`config.mk`:
```
export PLATFORM = sky130hd
export DESIGN_NAME = braun_mult_pipe
export DESIGN_NICKNAME = d
export VERILOG_FILES = /design/src/rtl/braun_mult_pipe.sv
export SDC_FILE = /design/constraint.sdc
export NUM_CORES = 1
export LEC_CHECK = 0
export CORE_ASPECT_RATIO = 1.4
export CORE_MARGIN = 2
export CORE_UTILIZATION = 30
export DETAILED_ROUTE_END_ITERATION = 10
export GPL_TIMING_DRIVEN = 1
export SETUP_SLACK_MARGIN = 0.1
export SLEW_MARGIN = 20
export SYNTH_ARGS = -nofsm -noshare
export SYNTH_HDL_FRONTEND = slang
export SYNTH_SLANG_ARGS = --single-unit
```
`constraint.sdc`:
```
create_clock -name clk -period 10.5 [get_ports clk]
set_input_delay 3.15 -clock clk [delete_from_list [all_inputs] [get_ports clk]]
set_output_delay 3.15 -clock clk [all_outputs]
set_load 0.02 [all_outputs]
```
`src/rtl/braun_mult_pipe.sv`:
```
// Pipelined Braun / Baugh-Wooley array multiplier with stream handshake
// and an optional running accumulator on the output register.
module braun_mult_pipe #(
    parameter int WIDTH  = 8,
    parameter int STAGES = 2,
    parameter int ACC_W  = 2 * WIDTH + 4
) (
    input  logic             clk,
    input  logic             rst,
    input  logic             in_valid,
    output logic             in_ready,
    input  logic [WIDTH-1:0] in_a,
    input  logic [WIDTH-1:0] in_b,
    input  logic             in_signed,
    input  logic             in_acc,
    output logic             out_valid,
    input  logic             out_ready,
    output logic [ACC_W-1:0] out_data,
    output logic             busy
);

    localparam int PW = 2 * WIDTH;
    localparam int G  = (WIDTH + STAGES - 1) / STAGES;

    typedef struct packed {
        logic             v;
        logic [WIDTH-1:0] a;
        logic [WIDTH-1:0] b;
        logic             sg;
        logic             ac;
        logic [PW-1:0]    sum;
    } beat_t;

    // One partial-product row; in signed mode the terms that pair exactly
    // one operand MSB with a non-MSB bit are complemented.
    function automatic logic [PW-1:0] pp_row(
        input logic [WIDTH-1:0] a,
        input logic [WIDTH-1:0] b,
        input logic             sg,
        input int               i
    );
        logic [PW-1:0] r;
        logic          t;
        r = '0;
        for (int j = 0; j < WIDTH; j++) begin
            t = a[j] & b[i];
            if (sg && ((i == WIDTH - 1) != (j == WIDTH - 1)))
                t = ~t;
            r[i+j] = t;
        end
        return r;
    endfunction

    // Row-group k sum; group 0 also carries the signed correction constant.
    function automatic logic [PW-1:0] group_sum(
        input logic [WIDTH-1:0] a,
        input logic [WIDTH-1:0] b,
        input logic             sg,
        input int               k
    );
        logic [PW-1:0] s;
        s = '0;
        if (k == 0 && sg)
            s = (PW'(1) << WIDTH) | (PW'(1) << (PW - 1));
        for (int i = 0; i < WIDTH; i++) begin
            if (i / G == k)
                s = s + pp_row(a, b, sg, i);
        end
        return s;
    endfunction

    function automatic logic [ACC_W-1:0] extend(
        input logic [PW-1:0] p,
        input logic          sg
    );
        logic [ACC_W-1:0] r;
        r = {ACC_W{sg & p[PW-1]}};
        r[PW-1:0] = p;
        return r;
    endfunction

    logic              adv;
    logic [ACC_W-1:0]  acc_q;
    logic [STAGES-1:0] held;
    beat_t             st_in  [STAGES];
    beat_t             st_out [STAGES];
    beat_t             last;

    assign adv      = !out_valid || out_ready;
    assign in_ready = adv;
    assign out_data = acc_q;
    assign busy     = |held;

    assign st_in[0] = '{
        v:   in_valid,
        a:   in_a,
        b:   in_b,
        sg:  in_signed,
        ac:  in_acc,
        sum: '0
    };

    for (genvar k = 0; k < STAGES; k++) begin : g_stage
        assign st_out[k] = '{
            v:   st_in[k].v,
            a:   st_in[k].a,
            b:   st_in[k].b,
            sg:  st_in[k].sg,
            ac:  st_in[k].ac,
            sum: st_in[k].sum
                 + group_sum(st_in[k].a, st_in[k].b, st_in[k].sg, k)
        };

        if (k == 0) begin : g_head
            assign held[0] = out_valid;
        end else begin : g_reg
            beat_t q;

            always_ff @(posedge clk) begin
                if (rst)
                    q <= '0;
                else if (adv)
                    q <= st_out[k-1];
            end

            assign st_in[k] = q;
            assign held[k]  = q.v;
        end
    end

    assign last = st_out[STAGES-1];

    // Accumulator and output register are the same state: every load
    // both presents the value and makes it the new running sum.
    always_ff @(posedge clk) begin
        if (rst) begin
            out_valid <= 1'b0;
            acc_q     <= '0;
        end else if (adv) begin
            out_valid <= last.v;
            if (last.v) begin
                if (last.ac)
                    acc_q <= acc_q + extend(last.sum, last.sg);
                else
                    acc_q <= extend(last.sum, last.sg);
            end
        end
    end

endmodule

```
# --- Word level (Yosys, flattened, before mapping) ---
# Index checks and enable logic that the tools add are counted.
op_classes:
  addsub: 9
  n_mul: 0
  n_div: 0
  order_cmp: 0
  eq_ne: 0
  shifts: 0
  n_mux: 16
  bitwise_logic: 79
  n_reduce_logical: 4
ops:
  columns: ["operator", "n"]
  rows:
  - ["bitwise AND 1 bit", 65]
  - ["adder 20 bit", 1]
  - ["two-way mux 20 bit", 1]
  - ["adder 15 x 15 -> 16 bit", 1]
  - ["adder 16 x 10 -> 16 bit", 1]
  - ["adder 16 x 11 -> 16 bit", 1]
  - ["adder 16 bit", 1]
  - ["adder 16 x 8 -> 16 bit", 1]
  - ["adder 16 x 9 -> 16 bit", 1]
  - ["two-way mux 16 bit", 1]
  - ["adder 14 x 14 -> 15 bit", 1]
  - ["adder 12 x 13 -> 14 bit", 1]
  - ["two-way mux 1 bit", 14]
  - ["inverter 1 bit", 14]
  - ["AND reduction 2 bit", 1]
  - ["OR reduction 2 bit", 1]
  - ["logical NOT 1 bit", 1]
  - ["logical OR 1 bit", 1]
word_totals:
  register_bits: 56
  latch_bits: 0
  mem_bits_rw: 0
  mem_bits_ro: 0
  input_bits: 22
  wordCells: 116
  n_memories: 0

# --- Longest topological paths before layout ---
# Gate-level depths: netlist of run 1.
depth:
  word_depth: 10
  depth_mapped: 22
  ltp_nobuf: 21

# --- Worst setup path after synthesis of run 1 ---
# Ideal clock, no wire load.
synth_path:
  path_kind: "input port to output port"
  from: "input port out_ready"
  to: "output port in_ready"
  arrival_time_ns: 4.047
  t_required_ns: 7.350
  setup_slack_ns: 3.303
  stages: 5
  n_path_buf: 3
  path_cell_list: "nor2b_1 > clkbuf_1 > inv_1 > clkbuf_1 > clkbuf_1"
synth_via:
  elab_chain_cells: 1
synth_rtl:
  columns: ["element", "line_no", "text"]
  rows:
  - ["start, declared", "17", "input logic out_ready,"]
  - ["logical OR 1 bit", "89", "assign adv = !out_valid || out_ready;"]
  - ["end, declared", "11", "output logic in_ready,"]
# No other way between the ends.

# --- Worst setup path after layout of run 1 ---
# Same ends and word-level chain as after synthesis.

==> results.toml, run 1 <==
[global_routing]
antenna_found_initial = 0
grt_max_degree = 57
grt_pass1_wl_um = 19700
overflow = 0
grt_use_total_pct = 13.3
grt_pass1_vias = 4181

[placement]
numPortBuffers = 44
place.gp.congestion = 0.834
place.detailed.hpwl_um = 8780

[power]
p_leak_nw = 2.44
power_density_nw_per_um2 = 144
ir_drop_uv = 72.9

[floorplanning]
die_x_um = 113
num_io_pins = 45
core_area_um2 = 16200
fp.dieArea_um2 = 17600
rows = 55
start_util_pct = 30.6
die_y_um = 156

[worst_hold_path]
whs_endpoint = "g_stage[1].g_reg.q[8]"
whs_path_depth = 2
hp-start = "g_stage[1].g_reg.q[8]"
min-delay-path-class = "flop to flop"

[synthesis]
synth_top_family_by_area = "adder cells"
syn_avg_cell_area_um2 = 7.98
synth_nets = 723
synthMuxAreaShare_pct = 1.95
synth-warning-count = 0
synth_simple_gate_area_share_pct = 23.0
ys.flop_type = "dfxtp_1"
async_flop_share_pct = 0
yosys.area_share.adder_pct = 25.8
synth_compound_area_share_pct = 17.6
synthXorXnorAreaFrac_pct = 5.13
ys_seq_area_share_pct = 19.8
synthDistinctLibCells = 66
syn-instance-count = 620
synth_edf_count = 0
syn-cell-area_um2 = 4950
ys_ff_latch = 49

[final_layout]
antenna_cells = 0
nets = 748
finalCoreUtilization_pct = 35.2
drive_gt1_share_pct = 3.87
area_delta_synth_final_pct = 15.0

[sta]
relSlewSlack_pct = 49.0
fin_skew_ns = 0.00689
setup_viol = 0
finalSetupTns_ns = 0
post-route-min-period_ns = 7.79
hold_violations = 0
max_freq_mhz = 128
rsz0062_at_grt = "false"
slew_viol_final = 0
tightest_slew_ns = 0.764
min_period_over_period_pct = 74.2

[route]
detail-route-antenna-nets = 0
via_per_inst = 5.06
wire_per_inst_um = 13.4
first_iter_violations = 195
wl_um = 11300
drc = 0
dr.pass1.iters = 5
vias = 4277

[setup_path]
cp.arrival_ns = 4.64
critPathTopFamily = "buffers and inverters"
required_ns = 7.35
cp_slowest_cell = "clkdlybuf4s50_1"
critPathCaptureType = "output pin"
start_kind = "input pin"
worst-setup-path-type = "input pin to output pin"
rrSetupSlack_ns = 4.65
r2r.worst_path.cells = 19
crit_fanout = 34
crit_chain = "clkdlybuf4s50_1 -> nor2b_2 -> buf_4 -> inv_1 -> clkdlybuf4s50_1"
slowest_delay_ns = 0.55
regToRegStartpoint = "g_stage[1].g_reg.q[17]"
reg2reg_to = "out_data[19]"
path_common_cell = "clkdlybuf4s50_1"
cp_num_buf_inv = 4

[clock_network]
cts_setup_buffers = 0
ctsHoldBuffers = 0
tritoncts = "yes"
cts.repair.resized = 0
path_clk_slew_ns = 0.07
cts.path.max_buffers = 2
numCtsBuffers = 5
cts-root-buf = "clkbuf_16"
htreeDepth = 2
cts_sinks = 49
clock_latency_ns = 0.30

[job]
drv_cap = 0

[outcome]
status = "finished clean"
==> where the power goes <==
group	switching, W	internal [W]
clock	0.0000788	0.0000890
sequential	0.0000213	0.000206
combinational	0.000241	0.000186
total	0.000341	0.000481
==> cells in the mapped netlist, types with 2 or more instances <==
cell / number / area (um2)
o2bb2ai_1: 2 / 17.5
o211ai_1: 4 / 30.0
ha_1: 46 / 576
and2_1: 26 / 163
inv_1: 51 / 191
nand3b_1: 5 / 37.5
o21ai_1: 2 / 10.0
a211oi_2: 2 / 25.0
nand4b_1: 3 / 26.3
nand4_1: 4 / 25.0
and3_1: 6 / 37.5
xnor2_1: 18 / 158
a31oi_1: 9 / 56.3
nor2b_1: 10 / 62.6
o21ai_0: 15 / 75.1
nand3_1: 11 / 55.1
or4_1: 3 / 22.5
nor2_1: 36 / 135
nand2b_1: 3 / 18.8
a21oi_1: 46 / 230
and4_1: 2 / 17.5
a211oi_1: 11 / 82.6
o31ai_1: 3 / 22.5
o21a_1: 6 / 45.0
fa_1: 35 / 701
a22oi_1: 2 / 15.0
nor3_1: 10 / 50.1
buf_1: 2 / 7.51
mux2i_1: 7 / 70.1
dfxtp_1: 49 / 981
nor4_1: 2 / 12.5
a21o_1: 7 / 52.6
o21bai_1: 4 / 30.0
nand2_1: 107 / 402
xor2_1: 11 / 96.3
or3_1: 4 / 25.0
a311oi_1: 3 / 26.3
clkbuf_1: 25 / 93.8
==> registers in the layout, indices dropped and copies added, names as in the netlist <==
| register | flops |
|---|---|
| g_stage.g_reg.q | 28 |
| out_valid | 1 |
| out_data | 20 |
==> worst max-delay path by stage <==
stage                    from        to  slack, ns  depth (start not counted)
floorplan           out_ready  in_ready       3.30                          5
global placement    out_ready  in_ready       2.69                          5
detailed placement  out_ready  in_ready       2.71                          5
CTS                 out_ready  in_ready       2.70                          5
global route        out_ready  in_ready       2.63                          5
finish              out_ready  in_ready       2.71                          5
==> cells by family (layout without fill, tap and decap cells) <==
kind of cell | after synthesis | in the layout
DFF | 49 | 49
AOI/OAI and AO/OA | 132 | 132
adders and majority gates | 81 | 81
muxes | 9 | 9
and+or+nand+nor | 237 | 237
buffers and inverters | 83 | 109
xor gates and xnor gates | 29 | 29
==> area by class of cell <==
cell class / count / area, um2
multi-input cells: 488 / 3640
clock buffers: 5 / 125
flip-flops and latches: 49 / 981
repair buffers: 49 / 485
fillers: 1731 / 10500
inverters: 52 / 195
clock inverters: 3 / 21.3
well taps: 199 / 249
==> worst min-delay path, cell delays in order, from the launching register on <==
cell	delay, ns
dfxtp_1	0.31
nand2_1	0.05
a21oi_1	0.05
==> metrics by stage <==
stage / instances / setup slack (ns) / hold WS [ns] / area, um2 / total power [W]
6_report: 845 / 2.71 / 0.457 / 5690 / 0.000823
5_1_grt: 845 / 2.63 / 0.474 / 5690 / 0.000901
4_1_cts: 844 / 2.70 / 0.458 / 5670 / 0.000831
3_5_place_dp: 836 / 2.71 / 0.449 / 5530 / 0.000659
3_3_place_gp: 836 / 2.69 / 0.440 / 5530 / 0.000655
2_1_floorplan: 620 / 3.30 / 0.432 / 4950 / 0.000559
==> layer usage <==
| metal | vias to the layer above | wire (um) | share of wire [%] | GRT usage (%) |
|---|---|---|---|---|
| met3 | 15 | 310 | 2.7 | 1.71 |
| li1 | 2171 | - | - | - |
| met4 | 0 | 194 | 1.7 | 3.19 |
| met1 | 2024 | 5320 | 47 | 16.9 |
| met5 | - | 0 | 0 | 0 |
| met2 | 67 | 5460 | 48 | 23.9 |
==> cells in the final DEF, fill, tap and decap left out, types with 6 or more instances in the layout <==
cell             instances
nand3_1                 11
a21o_1                   7
o21ai_0                 15
ha_1                    46
and3_1                   6
xor2_1                  11
mux2i_1                  7
nor2_1                  36
fa_1                    35
a31oi_1                  9
and2_1                  26
a21oi_1                 46
nand2_1                107
nor2b_1                  9
inv_1                   51
clkdlybuf4s50_1         43
a211oi_1                11
o21a_1                   6
xnor2_1                 18
nor3_1                  10
dfxtp_1                 49
(Power assumes the default switching activity.)
==> inputs of run 2 (changes only) <==
clock period = 7.7 ns   (was 10.5 ns; I/O delays follow)
==> run 2 against run 1 <==
Non-clock buffer count is the same. Die area stayed put. Count of clock-buffer cells in the layout stayed put. Clock power is 55% higher. Sequential share of layout area shrank 0.068 points. Global-route usage rose by 0.11 points. Final cell count is the same. Hold slack worse by 0.0051 ns. Final area increased by 0.40%.
==> results.toml, run 2 (synthesis gave the netlist of run 1 again) <==
[global_routing]
grt_pass1_vias = 4110
overflow = 0
grt_pass1_wl_um = 19600
grt_use_total_pct = 13.4
antenna_found_initial = 0
grt_max_degree = 57

[clock_network]
numCtsBuffers = 5
cts_sinks = 49
cts_setup_buffers = 0
cts.repair.resized = 0
tritoncts = "yes"
path_clk_slew_ns = 0.07
clock_latency_ns = 0.30
cts.path.max_buffers = 2
ctsHoldBuffers = 0
cts-root-buf = "clkbuf_16"
htreeDepth = 2

[floorplanning]
num_io_pins = 45
core_area_um2 = 16200
fp.dieArea_um2 = 17600
rows = 55
start_util_pct = 30.6
die_x_um = 113
die_y_um = 156

[sta]
max_freq_mhz = 163
setup_ws_ns = 1.58
finalSetupTns_ns = 0
slew_viol_final = 0
fin_skew_ns = 0.00686
min_period_over_period_pct = 79.5
setup_viol = 0
rsz0062_at_grt = "false"
tightest_slew_ns = 0.724
post-route-min-period_ns = 6.12
hold_violations = 0
relSlewSlack_pct = 51.7

[final_layout]
antenna_cells = 0
multi_input_comb_area_um2 = 3640
drive_gt1_share_pct = 3.87
largest_reg_flops = 28
mostFrequentLayoutCell = "nand2_1"
n_fill_cell = 1684
nets = 748
area_delta_synth_final_pct = 15.5
final_cell_mix = "107 x nand2_1, 51 x inv_1, 49 x dfxtp_1"
regMostFlops = "g_stage.g_reg.q"
regArea_um2 = 981

[placement]
numPortBuffers = 44
place.gp.congestion = 0.833
dp_slack_ns = 1.57
place.detailed.hpwl_um = 8910

[setup_path]
cp_num_buf_inv = 4
critPathTopFamily = "buffers and inverters"
required_ns = 5.39
cp.arrival_ns = 3.81
critPathCaptureType = "output pin"
worst-setup-path-type = "input pin to output pin"
crit_chain = "clkdlybuf4s50_1 -> nor2b_2 -> buf_4 -> inv_1 -> clkdlybuf4s50_1"
crit_fanout = 34
rrSetupSlack_ns = 1.86
cp_slowest_cell = "clkdlybuf4s50_1"
r2r.worst_path.cells = 19
reg2reg_to = "out_data[19]"
regToRegStartpoint = "g_stage[1].g_reg.q[17]"
slowest_delay_ns = 0.55
crit_cells = 5
endpoint = "in_ready"
path_common_cell = "clkdlybuf4s50_1"
start_kind = "input pin"
critPathLaunch = "out_ready"

[route]
first_iter_violations = 241
wire_per_inst_um = 13.6
detail-route-antenna-nets = 0
via_per_inst = 5.07
dr.pass1.iters = 4
vias = 4283
drc = 0
wl_um = 11500

[power]
power_density_nw_per_um2 = 203
seqPwrFrac_pct = 26.9
p_sw_share_pct = 40.4
p_int_w = 0.000690
p_leak_nw = 2.46
ir_drop_uv = 107
report.power.total_w = 0.00116
p_comb_share_pct = 50.6
p_clk_share_pct = 22.6
power_switching_w = 0.000468

[job]
drv_cap = 0

[outcome]
status = "finished clean"

[worst_hold_path]
min-delay-path-class = "flop to flop"
==> run 2: cell types whose count changed in the layout (fill, tap and decap cells not counted) <==
cell,change
bufinv_16,+1
clkinvlp_4,-1
==> run 2: power by group through the flow <==
stage / logic, W / clock network (W) / registers (W)
finish: 0.000586 / 0.000261 / 0.000311
global route: 0.000664 / 0.000276 / 0.000316
CTS: 0.000588 / 0.000266 / 0.000312
detailed placement: 0.000584 / 0 / 0.000318
global placement: 0.000577 / 0 / 0.000317
floorplan: 0.000446 / 0 / 0.000316
==> run 2: layout make-up <==
class                           count  share of cell area, %
Multi-Input combinational cell    488                   63.6
Sequential cell                    49                   17.2
Timing Repair Buffer               49                   8.49
Tap cell                          199                   4.36
Inverter                           52                   3.41
Clock buffer                        5                   2.19
Clock inverter                      3                  0.766
==> run 2: layer usage <==
layer | global-route usage, % | vias up | routed length, um
li1 | - | 2171 | -
met1 | 16.6 | 2026 | 5220
met2 | 24.1 | 72 | 5740
met3 | 1.83 | 14 | 326
met4 | 3.83 | 0 | 184
met5 | 0 | - | 0
==> run 2: worst min path at each step <==
stage	endpoint	depth (start not counted)	slack (ns)	from
final	g_stage[1].g_reg.q[6]	2	0.45	g_stage[1].g_reg.q[6]
after global placement	g_stage[1].g_reg.q[6]	2	0.44	g_stage[1].g_reg.q[6]
after detailed placement	g_stage[1].g_reg.q[6]	2	0.45	g_stage[1].g_reg.q[6]
after floorplan	g_stage[1].g_reg.q[6]	2	0.43	g_stage[1].g_reg.q[6]
after global routing	g_stage[1].g_reg.q[8]	2	0.48	g_stage[1].g_reg.q[8]
after CTS	g_stage[1].g_reg.q[6]	2	0.46	g_stage[1].g_reg.q[6]
==> run 2: worst reg2reg max path: stages (launching register included) <==
cell and delay, ns:
dfxtp_1 0.79, xnor2_1 0.20, fa_1 0.52, fa_1 0.54, inv_1 0.05, fa_1 0.52, inv_1 0.04, ha_1 0.34
o21ai_0 0.25, o21bai_1 0.10, a21oi_1 0.20, xnor2_1 0.19, ha_1 0.37, a211oi_1 0.25, and3_1 0.20, a21oi_1 0.08
a211oi_2 0.44, nand4b_1 0.18, and4b_1 0.21, a211o_1 0.26
==> run 2: through the flow <==
stage	area [um2]	std cells	hold WS, ns	util [%]
after floorplan	4950	620	0.432	-
after global placement	5530	836	0.441	34.2
after detailed placement	5530	836	0.448	34.2
after CTS	5700	844	0.456	35.2
after global routing	5720	845	0.480	35.4
final	5720	845	0.452	35.4
